<file path="config.mk">
export PLATFORM = sky130hd
export DESIGN_NAME = mem_stream_reader
export DESIGN_NICKNAME = d
export VERILOG_FILES = /design/src/rtl/mem_stream_reader.sv
export SDC_FILE = /design/constraint.sdc
export NUM_CORES = 1
export LEC_CHECK = 0
export ABC_AREA = 1
export BUFFER_PORTS_ARGS = -buffer_cell sky130_fd_sc_hd__buf_2
export CAP_MARGIN = 40
export CORE_MARGIN = 8
export CORE_UTILIZATION = 51
export DETAILED_ROUTE_END_ITERATION = 8
export GPL_ROUTABILITY_DRIVEN = 0
export PLACE_DENSITY_LB_ADDON = 0.3
export SLEW_MARGIN = 5
export SYNTH_ARGS = -nofsm -noshare
export SYNTH_HDL_FRONTEND = slang
export SYNTH_SLANG_ARGS = --single-unit
</file>
<file path="constraint.sdc">
create_clock -name clk_i -period 5.4 [get_ports clk_i]
set_input_delay 1.08 -clock clk_i [delete_from_list [all_inputs] [get_ports clk_i]]
set_output_delay 1.08 -clock clk_i [all_outputs]
set_load 0.05 [all_outputs]
</file>
<file path="src/rtl/mem_stream_reader.sv">
// Streams SIZE consecutive 64-bit words from a 1-cycle-latency scratch RAM port into a valid/ready FIFO.
// Optional MEM_STREAM_PERF_CNT_EN adds stall_cycles_o (cycles with valid_o & !ready_i).
module mem_stream_reader #(
  parameter int FIFO_DEPTH = 2,
  parameter int SIZE_W     = 32
) (
  input  logic              clk_i,
  input  logic              rst_ni,
  input  logic              start_i,
  input  logic [63:0]       base_addr_i,
  input  logic [SIZE_W-1:0] size_i,
  output logic              busy_o,
  output logic              done_o,
  output logic              req_o,
  output logic              we_o,
  output logic [7:0]        be_o,
  output logic [63:0]       addr_o,
  input  logic [63:0]       rdata_i,
  output logic [63:0]       data_o,
  output logic              valid_o,
  input  logic              ready_i
`ifdef MEM_STREAM_PERF_CNT_EN
  ,
  output logic [31:0]       stall_cycles_o
`endif
);

  localparam int AW = $clog2(FIFO_DEPTH);
  localparam int CW = AW + 1;
  localparam logic [CW:0] DEPTH_V = (CW+1)'(FIFO_DEPTH);

  typedef enum logic [1:0] {
    IDLE,
    RUN,
    DRAIN
  } state_e;

  state_e            state_q, state_d;
  logic [63:0]       addr_q, addr_d;
  logic [SIZE_W-1:0] remaining_q, remaining_d;
  logic              inflight_q;
  logic              done_q, done_d;
  logic              req;

  logic [63:0]       fifo_mem [FIFO_DEPTH];
  logic [AW-1:0]     wr_ptr_q, rd_ptr_q;
  logic [CW-1:0]     count_q;
  logic              push, pop;
  logic [CW:0]       occupancy, limit;

  assign push      = inflight_q;
  assign valid_o   = (count_q != '0);
  assign pop       = valid_o & ready_i;
  assign data_o    = valid_o ? fifo_mem[rd_ptr_q] : 64'd0;
  assign occupancy = {1'b0, count_q} + {{CW{1'b0}}, inflight_q};
  // A word leaving the FIFO this cycle frees a slot in time for the return of a request issued now.
  assign limit     = DEPTH_V + {{CW{1'b0}}, pop};

  assign req_o  = req;
  assign addr_o = addr_q;
  assign we_o   = 1'b0;
  assign be_o   = 8'hFF;
  assign busy_o = (state_q != IDLE);
  assign done_o = done_q;

  always_comb begin
    state_d     = state_q;
    addr_d      = addr_q;
    remaining_d = remaining_q;
    done_d      = 1'b0;
    req         = 1'b0;
    case (state_q)
      IDLE: begin
        if (start_i) begin
          if (size_i != '0) begin
            state_d     = RUN;
            addr_d      = {base_addr_i[63:3], 3'b000};
            remaining_d = size_i;
          end else begin
            done_d = 1'b1;
          end
        end
      end
      RUN: begin
        if ((remaining_q != '0) && (occupancy < limit)) begin
          req         = 1'b1;
          addr_d      = addr_q + 64'd8;
          remaining_d = remaining_q - SIZE_W'(1);
          if (remaining_q == SIZE_W'(1)) begin
            state_d = DRAIN;
          end
        end
      end
      DRAIN: begin
        if (!inflight_q && (count_q == CW'(1)) && pop) begin
          state_d = IDLE;
          done_d  = 1'b1;
        end
      end
      default: state_d = IDLE;
    endcase
  end

  always_ff @(posedge clk_i) begin
    if (!rst_ni) begin
      state_q     <= IDLE;
      addr_q      <= 64'd0;
      remaining_q <= '0;
      inflight_q  <= 1'b0;
      done_q      <= 1'b0;
    end else begin
      state_q     <= state_d;
      addr_q      <= addr_d;
      remaining_q <= remaining_d;
      inflight_q  <= req;
      done_q      <= done_d;
    end
  end

  always_ff @(posedge clk_i) begin
    if (!rst_ni) begin
      wr_ptr_q <= '0;
      rd_ptr_q <= '0;
      count_q  <= '0;
    end else begin
      if (push) begin
        wr_ptr_q <= wr_ptr_q + AW'(1);
      end
      if (pop) begin
        rd_ptr_q <= rd_ptr_q + AW'(1);
      end
      case ({push, pop})
        2'b10:   count_q <= count_q + CW'(1);
        2'b01:   count_q <= count_q - CW'(1);
        default: count_q <= count_q;
      endcase
    end
  end

  // Storage needs no reset: data_o is masked while the FIFO is empty.
  always_ff @(posedge clk_i) begin
    if (push) begin
      fifo_mem[wr_ptr_q] <= rdata_i;
    end
  end

`ifdef MEM_STREAM_PERF_CNT_EN
  logic [31:0] stall_q;

  always_ff @(posedge clk_i) begin
    if (!rst_ni) begin
      stall_q <= 32'd0;
    end else if ((state_q == IDLE) && start_i) begin
      stall_q <= 32'd0;
    end else if (valid_o && !ready_i && (stall_q != 32'hFFFF_FFFF)) begin
      stall_q <= stall_q + 32'd1;
    end
  end

  assign stall_cycles_o = stall_q;
`endif

endmodule

</file>
==> impl_metrics.yaml <==
critical_path:
  ff2ff_setup_slack_ns: 2.08
  start_kind: "register"
  crit_path_max_fanout: 65
  regToRegEndpoint: "addr_o[38]"
  critPathKind: "register to primary output"
  crit_path_end: "data_o[21]"
  critPathCaptureType: "primary output"
  regToRegStartpoint: "remaining_q[0]"
  reg2regPathDepth: 13
  cp.arrival_ns: 2.72
  crit_required_ns: 4.32
clocking:
  clock_sinks: 230
  cts_tree: "done"
  cts_buffer_depth: 3
  cts_buffers: 24
  postCtsSetupRepairBufs: 0
  root_buffer: "clkbuf_16"
  path_clk_slew_ns: 0.06
  holdBufCountCts: 0
  h-tree-depth: 1
  clock_latency_ns: 0.52
  cts_resized: 0
timing:
  maxSlewViolCount: 0
  setup-tns-final_ns: 0
  finalCritPeriodShare_pct: 70.3
  finalHoldViolations: 0
  worstMarginPinSlew_ns: 0.856
  maxClockFrequency_ghz: 0.263
  rsz0062_at_grt: "false"
  setup_viol: 0
  skew_ns: 0.0225
  relSlewSlack_pct: 42.9
  period_minus_slack_ns: 3.80
hold_path:
  hp-start: "state_q[0]"
  hp-class: "register to register"
layout:
  regArea_mm2: 0.00589
  nets: 2313
  drive_gt1_share_pct: 16.8
  fill_cells: 2318
  multi_input_area_mm2: 0.00624
  fin_cells: 2490
  area_delta_synth_final_pct: 18.4
yosys:
  syn_area_per_cell_um2: 6.88
  synthArstFlopShare_pct: 0
  yosysWarnings: 0
  ys_ff_latch: 230
  synth_area_leaders: "edfxtp_1 30%, dfxtp_1 16%, nor2_1 16%, nand2_1 14%, o21ai_0 5.0%"
  synth_edf_count: 128
  ys_seq_area_share_pct: 45.3
  synth_top_flop_cell: "edfxtp_1"
  synthCells: 1888
  yosys.area.top_type: "edfxtp_1"
  synth_cell_types: 36
  netlist_area_mm2: 0.0130
  synth.most_common_cell: "nor2_1"
  synth_top_area_share_pct: 29.6
  yosys-top-cells-count: "540 x nor2_1, 478 x nand2_1, 129 x o21ai_0"
pwr:
  ir_worst_vdd_mv: 0.401
  power_density_mw_per_mm2: 455
  p_leak_nw: 6.87
floorplanning:
  die_w_um: 176
  fp-row-count: 58
  die_area_mm2: 0.0308
  core_mm2: 0.0251
  boundaryPins: 305
  die_h_um: 176
  start_util_pct: 51.8
routing:
  vias: 13300
  drtIter0Drc: 1343
  vias_per_cell: 5.32
  wl_mm: 40.9
  post_drt_wl_per_cell_um: 16.4
  route.detailed.drc: 0
  first_pass_iters: 6
  ant_nets: 0
placement:
  dp_cells: 2445
  io_buffers: 289
  dp_hpwl_mm: 29.6
flow_run:
  drv_cap: 0
grt:
  gr-total-overflow: 0
  grt_usage_pct: 25.6
  grt_pass1_wl_mm: 65.1
  antenna_found_initial: 0
  first_global_vias: 12700
  grt_start_max_net_pins: 80
run_status:
  outcome: "finished, final reports clean"
## worst min-delay path by stage
stage,slack [ns],endpoint,cells past startpoint
after floorplan,0.44,done_o,1
after global placement,0.46,done_o,1
after detailed placement,0.47,done_o,1
after CTS,0.48,done_o,1
after global routing,0.50,done_o,1
final,0.48,done_o,1
## cells by family after synthesis
kind of cell / count (synthesis) / share of synthesized area [%]
DFF: 230 / 45.3
and+or+nand+nor: 1170 / 36.0
AOI/OAI and AO/OA: 256 / 10.3
other: 2 / 0.0578
buffers and inverters: 215 / 7.07
adders and majority gates: 8 / 0.770
xor gates and xnor gates: 7 / 0.472
## placed cells by master, fill, tap and decap left out, types with 2 or more instances in the layout
| master | instances |
|---|---|
| a31oi_1 | 3 |
| o21ai_1 | 45 |
| nor2_1 | 539 |
| xor2_1 | 4 |
| edfxtp_1 | 128 |
| clkbuf_16 | 25 |
| nand3_1 | 97 |
| nor2_2 | 4 |
| clkinv_1 | 2 |
| nor3_1 | 3 |
| nand4_1 | 26 |
| bufinv_16 | 4 |
| buf_2 | 289 |
| inv_2 | 9 |
| and2_1 | 2 |
| o21bai_1 | 15 |
| xnor2_1 | 3 |
| o31ai_1 | 2 |
| nand3b_1 | 7 |
| a22oi_1 | 2 |
| a21oi_1 | 57 |
| o21ai_0 | 129 |
| buf_4 | 11 |
| nand2_1 | 478 |
| clkbuf_1 | 8 |
| ha_1 | 8 |
| inv_1 | 122 |
| nor2_4 | 4 |
| conb_1 | 12 |
| dfxtp_1 | 101 |
| or2_2 | 7 |
| clkinv_2 | 3 |
| clkinvlp_2 | 2 |
## state kept, by name (all words and copies together) (netlist names), named ones only
signal and cells:
fifo_mem 128, addr_o 61, remaining_q 32, count_q 2, state_q 2, done_o 1, inflight_q 1, rd_ptr_q 1
wr_ptr_q 1
## worst max-delay path, stage by stage, from the launching register on
cell,delay [ns]
dfxtp_2,0.31
buf_4,0.30
inv_2,0.70
buf_4,0.38
nor2_1,0.07
nor2_1,0.13
buf_2,0.28
## metrics by stage
stage	setup WS (ns)	area [um^2]	hold WS (ns)	utilization (%)	power [W]
after floorplan	1.81	13000	0.445	-	0.00455
after global placement	1.58	14600	0.459	58.0	0.00525
after detailed placement	1.74	14600	0.475	58.1	0.00530
after CTS	1.55	15400	0.479	61.3	0.00703
after global routing	1.42	15400	0.496	61.3	0.00737
final	1.60	15400	0.481	61.3	0.00700
## metal layers
| layer | vias up | global-route usage (%) | wire length, um |
|---|---|---|---|
| met5 | - | 0 | 0 |
| met4 | 0 | 6.71 | 830 |
| met3 | 70 | 5.33 | 4100 |
| met2 | 633 | 40.4 | 18100 |
| met1 | 5979 | 35.1 | 17900 |
| li1 | 6571 | - | - |
## power by group
part	internal, W	total, W	leakage (nW)	switching, W
registers	0.00203	0.00223	2.01	0.000196
logic	0.000673	0.00305	4.47	0.00238
clock network	0.00104	0.00172	0.389	0.000681
## layout make-up
type	instances	share of cell area [%]
Multi-Input combinational cell	1453	40.5
Sequential cell	230	38.2
Timing Repair Buffer	301	10.1
Clock buffer	33	4.26
Inverter	131	3.19
Tap cell	330	2.68
Clock inverter	11	0.992
Antenna cell	1	0.0163
(Power assumes the default switching activity.)
